===== src/rtl/pipe_hold_ctrl_pkg.sv =====
// Shared hold-level encodings, address width and controller state encodings
// for the pipeline hold/flush controller and any other hold-request arbiters.
package pipe_hold_ctrl_pkg;

    localparam int HOLD_FLAG_W     = 3;
    localparam int INST_ADDR_WIDTH = 32;

    typedef logic [HOLD_FLAG_W-1:0] hold_flag_t;

    // Stages compare the bus with >=, so a numerically larger level implies
    // every effect of the smaller ones.
    localparam hold_flag_t HOLD_NONE = 3'd0;
    localparam hold_flag_t HOLD_PC   = 3'd1;
    localparam hold_flag_t HOLD_IF   = 3'd2;
    localparam hold_flag_t HOLD_ID   = 3'd3;

    // Number of hold sources merged by the controller
    localparam int HOLD_REQ_N = 5;

    typedef enum logic {
        PIPE_CTRL_RUN   = 1'b0,
        PIPE_CTRL_FLUSH = 1'b1
    } pipe_ctrl_state_e;

    // A request contributes its level when active and nothing otherwise
    function automatic hold_flag_t hold_level(input logic req, input hold_flag_t lvl);
        return req ? lvl : HOLD_NONE;
    endfunction

endpackage


===== src/rtl/pipe_hold_ctrl_if.sv =====
// Request/response bundle between the pipeline stages and the hold controller.
// The master side raises hold requests; the slave side is the controller.
interface pipe_hold_ctrl_if #(
    parameter int CNT_WIDTH = 32
);
    import pipe_hold_ctrl_pkg::*;

    logic                       jump_flag_i;
    logic [INST_ADDR_WIDTH-1:0] jump_addr_i;
    logic                       ex_busy_i;
    logic                       clint_hold_i;
    logic                       ifu_stall_i;
    logic                       stall_cnt_clr_i;

    hold_flag_t                 hold_flag_o;
    logic                       jump_flag_o;
    logic [INST_ADDR_WIDTH-1:0] jump_addr_o;
    logic                       wdog_err_o;
    logic [CNT_WIDTH-1:0]       stall_cnt_o;

    modport master (
        output jump_flag_i, jump_addr_i, ex_busy_i, clint_hold_i,
               ifu_stall_i, stall_cnt_clr_i,
        input  hold_flag_o, jump_flag_o, jump_addr_o, wdog_err_o, stall_cnt_o
    );

    modport slave (
        input  jump_flag_i, jump_addr_i, ex_busy_i, clint_hold_i,
               ifu_stall_i, stall_cnt_clr_i,
        output hold_flag_o, jump_flag_o, jump_addr_o, wdog_err_o, stall_cnt_o
    );

endinterface


===== src/rtl/pipe_hold_ctrl_hold_max.sv =====
// Combinational max-of-N reducer for hold levels; because stages act on
// hold >= level, the largest request is the one that must win.
module hold_max #(
    parameter int N = 2,
    parameter int W = 3
) (
    input  logic [N-1:0][W-1:0] req_i,
    output logic [W-1:0]        max_o
);

    // Linear scan keeping the largest level seen so far
    always_comb begin
        max_o = '0;
        for (int i = 0; i < N; i++) begin
            if (req_i[i] > max_o) begin
                max_o = req_i[i];
            end
        end
    end

endmodule


===== src/rtl/pipe_hold_ctrl.sv =====
// Central pipeline hold/flush controller: merges hold requests into one
// hold level, passes redirects through to the PC, stretches each redirect by
// a refill window, counts stalled cycles and watches for a stuck EX unit.
module pipe_hold_ctrl
    import pipe_hold_ctrl_pkg::*;
#(
    parameter int FLUSH_EXTRA = 1,
    parameter int WDOG_CYCLES = 64,
    parameter int CNT_WIDTH   = 32
) (
    input  logic             clk,
    input  logic             rst,
    pipe_hold_ctrl_if.slave  bus
);

    localparam logic [2:0] FLUSH_LOAD = 3'(FLUSH_EXTRA);
    localparam logic [7:0] WDOG_LIMIT = 8'(WDOG_CYCLES);

    pipe_ctrl_state_e                  state_q, state_d;
    logic [2:0]                        flush_cnt_q, flush_cnt_d;
    logic [7:0]                        wdog_cnt_q, wdog_cnt_d;
    logic                              wdog_err_q, wdog_err_d;
    logic [CNT_WIDTH-1:0]              stall_cnt_q, stall_cnt_d;

    logic [HOLD_REQ_N-1:0][HOLD_FLAG_W-1:0] hold_req;
    hold_flag_t                        hold_flag;

    // Collect every live request, plus the refill window, at its hold level
    always_comb begin
        hold_req    = '0;
        hold_req[0] = hold_level(bus.jump_flag_i, HOLD_ID);
        hold_req[1] = hold_level(bus.clint_hold_i, HOLD_ID);
        hold_req[2] = hold_level(bus.ex_busy_i, HOLD_ID);
        hold_req[3] = hold_level(bus.ifu_stall_i, HOLD_PC);
        hold_req[4] = hold_level(state_q == PIPE_CTRL_FLUSH, HOLD_IF);
    end

    hold_max #(
        .N (HOLD_REQ_N),
        .W (HOLD_FLAG_W)
    ) u_hold_max (
        .req_i (hold_req),
        .max_o (hold_flag)
    );

    // Refill window: a redirect opens it, a newer redirect restarts it
    always_comb begin
        state_d     = state_q;
        flush_cnt_d = flush_cnt_q;
        case (state_q)
            PIPE_CTRL_RUN: begin
                if (bus.jump_flag_i && (FLUSH_EXTRA > 0)) begin
                    state_d     = PIPE_CTRL_FLUSH;
                    flush_cnt_d = FLUSH_LOAD;
                end
            end
            PIPE_CTRL_FLUSH: begin
                if (bus.jump_flag_i) begin
                    flush_cnt_d = FLUSH_LOAD;
                end else if (flush_cnt_q <= 3'd1) begin
                    state_d     = PIPE_CTRL_RUN;
                    flush_cnt_d = 3'd0;
                end else begin
                    flush_cnt_d = flush_cnt_q - 3'd1;
                end
            end
            default: begin
                state_d     = PIPE_CTRL_RUN;
                flush_cnt_d = 3'd0;
            end
        endcase
    end

    // Watchdog tracks the current unbroken busy run and latches a timeout
    always_comb begin
        wdog_cnt_d = 8'd0;
        if (bus.ex_busy_i) begin
            wdog_cnt_d = (wdog_cnt_q == WDOG_LIMIT) ? WDOG_LIMIT : wdog_cnt_q + 8'd1;
        end
        wdog_err_d = wdog_err_q | (wdog_cnt_d == WDOG_LIMIT);
    end

    // Stall counter counts held cycles; a clear request overrides counting
    always_comb begin
        stall_cnt_d = stall_cnt_q;
        if (bus.stall_cnt_clr_i) begin
            stall_cnt_d = '0;
        end else if (hold_flag != HOLD_NONE) begin
            stall_cnt_d = stall_cnt_q + CNT_WIDTH'(1);
        end
    end

    // State registers, all cleared immediately by reset
    always_ff @(posedge clk or negedge rst) begin
        if (!rst) begin
            state_q     <= PIPE_CTRL_RUN;
            flush_cnt_q <= 3'd0;
            wdog_cnt_q  <= 8'd0;
            wdog_err_q  <= 1'b0;
            stall_cnt_q <= '0;
        end else begin
            state_q     <= state_d;
            flush_cnt_q <= flush_cnt_d;
            wdog_cnt_q  <= wdog_cnt_d;
            wdog_err_q  <= wdog_err_d;
            stall_cnt_q <= stall_cnt_d;
        end
    end

    assign bus.hold_flag_o = hold_flag;
    assign bus.jump_flag_o = bus.jump_flag_i;
    assign bus.jump_addr_o = bus.jump_addr_i;
    assign bus.wdog_err_o  = wdog_err_q;
    assign bus.stall_cnt_o = stall_cnt_q;

endmodule


===== src/flat_wrapper.sv =====
// flat-port wrapper written by rule: the top's interface ports become plain ports
module pipe_hold_ctrl_flat import pipe_hold_ctrl_pkg::*;
#(
    parameter int FLUSH_EXTRA = 1,
    parameter int WDOG_CYCLES = 64,
    parameter int CNT_WIDTH   = 32
)
  (clk, rst, bus_jump_flag_i, bus_jump_addr_i, bus_ex_busy_i, bus_clint_hold_i, bus_ifu_stall_i, bus_stall_cnt_clr_i, bus_hold_flag_o, bus_jump_flag_o, bus_jump_addr_o, bus_wdog_err_o, bus_stall_cnt_o);
  pipe_hold_ctrl_if #(.CNT_WIDTH(CNT_WIDTH)) bus_i ();
  input  logic clk;
  input  logic rst;
  input wire logic [$bits(bus_i.jump_flag_i)-1:0] bus_jump_flag_i;
  input wire logic [$bits(bus_i.jump_addr_i)-1:0] bus_jump_addr_i;
  input wire logic [$bits(bus_i.ex_busy_i)-1:0] bus_ex_busy_i;
  input wire logic [$bits(bus_i.clint_hold_i)-1:0] bus_clint_hold_i;
  input wire logic [$bits(bus_i.ifu_stall_i)-1:0] bus_ifu_stall_i;
  input wire logic [$bits(bus_i.stall_cnt_clr_i)-1:0] bus_stall_cnt_clr_i;
  output wire logic [$bits(bus_i.hold_flag_o)-1:0] bus_hold_flag_o;
  output wire logic [$bits(bus_i.jump_flag_o)-1:0] bus_jump_flag_o;
  output wire logic [$bits(bus_i.jump_addr_o)-1:0] bus_jump_addr_o;
  output wire logic [$bits(bus_i.wdog_err_o)-1:0] bus_wdog_err_o;
  output wire logic [$bits(bus_i.stall_cnt_o)-1:0] bus_stall_cnt_o;
  assign bus_i.jump_flag_i = bus_jump_flag_i;
  assign bus_i.jump_addr_i = bus_jump_addr_i;
  assign bus_i.ex_busy_i = bus_ex_busy_i;
  assign bus_i.clint_hold_i = bus_clint_hold_i;
  assign bus_i.ifu_stall_i = bus_ifu_stall_i;
  assign bus_i.stall_cnt_clr_i = bus_stall_cnt_clr_i;
  assign bus_hold_flag_o = bus_i.hold_flag_o;
  assign bus_jump_flag_o = bus_i.jump_flag_o;
  assign bus_jump_addr_o = bus_i.jump_addr_o;
  assign bus_wdog_err_o = bus_i.wdog_err_o;
  assign bus_stall_cnt_o = bus_i.stall_cnt_o;
  pipe_hold_ctrl #(.FLUSH_EXTRA(FLUSH_EXTRA), .WDOG_CYCLES(WDOG_CYCLES), .CNT_WIDTH(CNT_WIDTH)) u_core (.clk(clk), .rst(rst), .bus(bus_i));
endmodule

===== config.mk =====
export PLATFORM = sky130hd
export DESIGN_NAME = pipe_hold_ctrl_flat
export DESIGN_NICKNAME = d
export VERILOG_FILES = /design/src/rtl/pipe_hold_ctrl_pkg.sv /design/src/rtl/pipe_hold_ctrl_if.sv /design/src/rtl/pipe_hold_ctrl_hold_max.sv /design/src/rtl/pipe_hold_ctrl.sv /design/src/flat_wrapper.sv
export SDC_FILE = /design/constraint.sdc
export NUM_CORES = 1
export LEC_CHECK = 0
export CAP_MARGIN = 30
export CORE_MARGIN = 1.5
export CORE_UTILIZATION = 30
export DETAILED_ROUTE_END_ITERATION = 10
export GPL_TIMING_DRIVEN = 1
export HOLD_SLACK_MARGIN = 0.12
export SETUP_SLACK_MARGIN = 0.5
export SLEW_MARGIN = 20
export SYNTH_ARGS = -nofsm -noshare
export SYNTH_HDL_FRONTEND = slang
export SYNTH_SLANG_ARGS = --single-unit

===== constraint.sdc =====
create_clock -name clk -period 2.7 [get_ports clk]
set_input_delay 0.54 -clock clk [delete_from_list [all_inputs] [get_ports clk]]
set_output_delay 0.54 -clock clk [all_outputs]
set_load 0.02 [all_outputs]

==> impl_metrics.ini, run 1 <==
[status]
status = completed

[cells_and_area]
layout.nets = 356
stdcell_area_sq_mm = 0.003198
drive_above_1_share = 0.1214
layout_commonest_cell = dfrtp_1
fill_cells = 916
final_cell_mix = dfrtp_1, clkdlybuf4s50_1, nor2_1
antenna_cells = 0
areaGrowthSynthToFinish_pct = 14.93

[die]
dieHeight_um = 99.31
dieArea_sq_mm = 0.009862
top_level_ports = 108
row_count = 34
start_util = 0.3145
coreArea_sq_mm = 0.008848
die_x_um = 99.31

[power_and_ir_drop]
leakage_uw = 0.001285
ir_drop_mv = 0.2071
powerDensity_mw_per_mm2 = 395.3

[sta]
max_freq_mhz = 469.1
period_share = 0.7896
tightestPinTransition_ns = 0.6837
rsz0062_at_grt = false
fin_crit_ns = 2.132
drv_slew = 0
setup_ws_ns = 0.5682
finalSetupViolations = 0
skew_ns = 0.01424
hold_viol_final = 0
max_slew_margin = 0.5442

[drt]
drc_errors = 0
viasPerCell = 5.204
first_pass_iters = 7
drt_iter0_drc = 95
wl_um = 6089
ant_nets = 0
num_vias = 2191
wl_per_cell_um = 14.46

[placement]
finalWeightedCongestion = 0.7695
hpwl_um = 4341
post_dp_cell_area_sq_mm = 0.003100
place_ws_ns = -0.01775
place.port_buffers = 42

[min_path]
min_path_type = input pin to asynchronous set/reset pin

[synthesis]
synth_cells = 296
synth.distinct_cells = 55
netlist_area_sq_mm = 0.002783
syn_area_per_cell_sq_um = 9.401
ys_ff_latch = 45
ys.flop_type = dfrtp_1
ys_seq_area_frac = 0.4047
synth_edf_count = 0
synth_warnings = 0
synthArstFlopShare = 1.000
synth_nets = 340

[critical_path]
rr_worst_depth = 4
critPathRequiredTime_ns = 2.16
path_max_fanout = 3
ff2ff_setup_slack_ns = 0.63
r2r-start = u_core.bus.stall_cnt_o[8]
reg2reg_to = u_core.bus.stall_cnt_o[24]
arrival_ns = 1.59
cp-end-kind = primary output
start_kind = input pin
crit_type = input pin to primary output

[clock_tree]
cts_buffer_depth = 2
clock_sinks = 45
ctsHoldBuffers = 0
cts.htree.levels = 2
cts_tree = done
worstSkewPairLatency_ns = 0.31
clock-root-buffer = clkbuf_8
cts_buffers = 5
clk_pin_slew_ns = 0.10
post_cts_buffers = 0

[global_routing]
grt_pass1_wl_um = 10360
antenna_found_initial = 0
grt_overflow = 0
grtUsageTotal = 0.1283
grt_pass1_vias = 2149
grt_max_degree = 31

[job]
drv_cap = 0
## worst max-delay path, cell delays in order
cell and delay (ns):
clkdlybuf4s50_1 0.42, buf_4 0.15, a2111o_1 0.33, buf_2 0.16
## layout make-up
class | instances | area (sq um) | area share
clock inverter | 3 | 21.27 | 0.006651
timing repair buffer | 55 | 516.7 | 0.1616
clock buffer | 5 | 68.82 | 0.02152
multi-input combinational | 194 | 1289 | 0.4030
inverter | 11 | 41.29 | 0.01291
tap | 108 | 135.1 | 0.04225
sequential | 45 | 1126 | 0.3521
## power by group
group | total, uW | leakage, uW | switching, uW | internal [uW]
Combinational | 124 | 0.000628 | 72.2 | 51.3
Sequential | 706 | 0.000612 | 18.6 | 687
Clock | 435 | 0.0000445 | 251 | 184
## metal layers
layer,wire length (um),part of all wire,up-vias,track usage
met5,0,0,-,0
met4,59,0.0097,0,0.04225
met3,311,0.051,13,0.03092
met2,2845,0.47,42,0.2050
met1,2873,0.47,1067,0.1715
li1,-,-,1069,-
## what timing repair did
action	4_1_cts	5_1_grt
pin swaps	0	1
gates resized for setup	10	5
endpoints found under the setup margin	8	12
## state kept, by name, summed over array words and instances, names as in the netlist
register / cells
u_core.flush_cnt_q: 3
u_core.wdog_cnt_q: 8
u_core.bus.wdog_err_o: 1
u_core.bus.stall_cnt_o: 32
u_core.state_q: 1
## cells by family after synthesis
family	share of synthesized area
other cells	0.001348
fa+ha+maj	0.02248
mux	0.02428
buf+inv	0.1335
simple gates	0.2253
flops	0.4047
compound gates	0.1475
xor+xnor	0.04092
## cells in the mapped netlist (2+ instances only)
library cell,number,area [sq um]
nor3_1,3,15.01
o31ai_1,12,90.09
and3_1,4,25.02
nand3_1,9,45.04
nor4b_1,2,17.52
or4_2,2,17.52
and4_1,2,17.52
ha_1,5,62.56
a31oi_1,2,12.51
xnor2_1,3,26.28
o21ai_0,11,55.05
clkbuf_1,5,18.77
or4_1,11,82.58
dfrtp_1,45,1126
buf_4,34,255.2
and2_1,3,18.77
nand4_1,7,43.79
o2111ai_1,4,35.03
a21oi_1,19,95.09
nor2b_1,7,43.79
mux2_1,6,67.56
xor2_1,10,87.58
nor2_1,22,82.58
buf_2,2,10.01
or3_1,7,43.79
inv_1,11,41.29
nand2_1,14,52.55
nor4_1,7,43.79
## per-stage QoR
step / std cells / total power (uW) / util / hold slack (ns) / setup TNS (ns)
after floorplan: 296 / 855.9 / - / 0.2444 / 0
after global placement: 413 / 842.9 / 0.3504 / 0.4748 / -0.02188
after detailed placement: 413 / 844.9 / 0.3504 / 0.4774 / -0.01775
after CTS: 421 / 1283 / 0.3597 / 0.2933 / 0
after global routing: 421 / 1318 / 0.3614 / 0.3354 / 0
final: 421 / 1264 / 0.3614 / 0.2662 / 0
## how the worst max path moves through the flow
stage                                       to          start  cells after the start
floorplan           u_core.bus.stall_cnt_o[27]  bus_ex_busy_i                      6
global placement            bus_hold_flag_o[1]  bus_ex_busy_i                      3
detailed placement          bus_hold_flag_o[1]  bus_ex_busy_i                      3
CTS                         bus_hold_flag_o[1]  bus_ex_busy_i                      3
global route                bus_hold_flag_o[0]  bus_ex_busy_i                      4
finish                      bus_hold_flag_o[0]  bus_ex_busy_i                      4
Power figures use the tool's default switching activity.
==> run 2: changes to the inputs <==
Clock period 2.7 ns to 2 ns, I/O delays scaled along.
==> impl_metrics.ini, run 2 (same netlist as run 1, synthesis figures left out) <==
[power_and_ir_drop]
combPwrFrac = 0.130
internal-power_uw = 1455
ir_drop_mv = 0.2581
powerDensity_mw_per_mm2 = 470.3
clkPwrFrac = 0.377
leakage_uw = 0.001672
swShare = 0.2508
power.switching_uw = 487.1
p_seq_frac = 0.493

[global_routing]
grt_overflow = 0
grt_pass1_vias = 2445
grtUsageTotal = 0.1472
grt_max_degree = 39
antenna_found_initial = 0
grt_pass1_wl_um = 11710

[critical_path]
critical_path.top_delay_family = simple AND/OR/NAND/NOR gates
critPathRequiredTime_ns = 2.20
path_max_fanout = 3
arrival_ns = 2.08
critPathBufInv = 0
crit_slowest_cell = or4b_4
worstPathCellList = nand4_1, or4b_4, nor4_4, mux2_4
start_kind = flop
crit_type = flop to flop
slowest_delay_ns = 0.58
cp-end-kind = flop

[cells_and_area]
layout.nets = 408
antenna_cells = 0
areaGrowthSynthToFinish_pct = 48.38
drive_above_1_share = 0.5123
layout_commonest_cell = buf_4
largest_register_ffs = 32
final_cell_mix = buf_4, dfrtp_2, nor2_1

[clock_tree]
worstSkewPairLatency_ns = 0.31
cts_buffer_depth = 2
clk_pin_slew_ns = 0.10
cts.htree.levels = 2
cts_tree = done
cts_buffers = 5
clock_sinks = 45
clock-root-buffer = clkbuf_8

[placement]
hpwl_um = 4556
place.port_buffers = 42
finalWeightedCongestion = 0.8163
place_ws_ns = -0.3993

[sta]
whs_ns = 0.4917
finalSetupViolations = 0
max_slew_margin = 0.5901
tightestPinTransition_ns = 0.6149
fin_crit_ns = 1.873
fin_setup_tns_ns = 0
period_share = 0.9365
rsz0062_at_grt = true
setup_ws_ns = 0.1271
drv_slew = 0
skew_ns = 0.01413
hold_viol_final = 0
max_freq_mhz = 533.9

[drt]
ant_nets = 0
wl_per_cell_um = 15.96
drt_iter0_drc = 129
wl_um = 7550
num_vias = 2507
first_pass_iters = 4
viasPerCell = 5.300
drc_errors = 0

[die]
dieHeight_um = 99.31
dieArea_sq_mm = 0.009862
die_x_um = 99.31
start_util = 0.3145
top_level_ports = 108
row_count = 34
coreArea_sq_mm = 0.008848

[job]
drv_cap = 0

[min_path]
min_path_type = input pin to flop

[status]
status = completed
run 2: changes by cell type in the layout (fill, tap and decap cells not counted), moves of 9 or more:
cell / delta
dfrtp_1: -26
buf_4: +36
a21oi_2: +9
dlygate4sd2_1: +11
clkdlybuf4s15_1: +15
o31ai_1: -9
dfrtp_2: +26
clkdlybuf4s50_1: -35
a21oi_1: -9
buf_6: +12
run 2: worst reg2reg max path: stages (launching register included):
cell     delay [ns]
dfrtp_2        0.39
nand4_1        0.18
or4b_4         0.58
nor4_4         0.30
mux2_4         0.32
run 2: area by class of cell:
cell class	count	area, sq um
Timing Repair Buffer	107	960.9
Fill cell	829	4720
Tap cell	108	135.1
Multi-Input combinational cell	194	1713
Sequential cell	45	1159
Inverter	11	41.29
Clock inverter	2	37.54
Clock buffer	6	82.58
run 2: layer usage:
metal  vias up  wire, um  GRT usage
li1       1179         -          -
met1      1251      3204     0.1795
met2        60      3870     0.2513
met3        17       359    0.03514
met4         0       117    0.05742
met5         -         0          0
run 2: timing repair:
item | CTS | global route
hold endpoints to repair | 11 | 0
cloned | 0 | 1
endpoints found under the setup margin | 70 | 56
resized for setup | 113 | 77
buffers inserted | 23 | 24
hold buffers | 1 | 0
pin swaps | 27 | 30
run 2: worst paths after layout:
check                                                   to  depth (start not counted)                  startpoint  slack, ns
worst max-delay path            u_core.bus.stall_cnt_o[28]                          4  u_core.bus.stall_cnt_o[11]       0.13
worst min-delay path                 u_core.flush_cnt_q[2]                          3             bus_jump_flag_i       0.49
min in group asynchronous            u_core.flush_cnt_q[1]                          2                         rst       0.63
max in group asynchronous             u_core.wdog_cnt_q[0]                          3                         rst       0.74
worst max register to register  u_core.bus.stall_cnt_o[28]                          4  u_core.bus.stall_cnt_o[11]       0.13
worst min register to register       u_core.bus.wdog_err_o                          2       u_core.bus.wdog_err_o       0.51
run 2: per-stage QoR:
step | utilization | power [uW] | cell area, sq um | cells
after floorplan | - | 1170 | 2922 | 296
after global placement | 0.3669 | 1159 | 3247 | 416
after detailed placement | 0.3669 | 1162 | 3247 | 416
after CTS | 0.4219 | 1935 | 3734 | 448
after global routing | 0.4666 | 2027 | 4129 | 473
final | 0.4666 | 1942 | 4129 | 473
run 2: power by group through the flow:
stage,logic [uW],registers [uW],clock network (uW)
finish,253,957,732
global route,276,960,790
CTS,225,956,755
detailed placement,187,975,0
global placement,185,974,0
floorplan,196,974,0
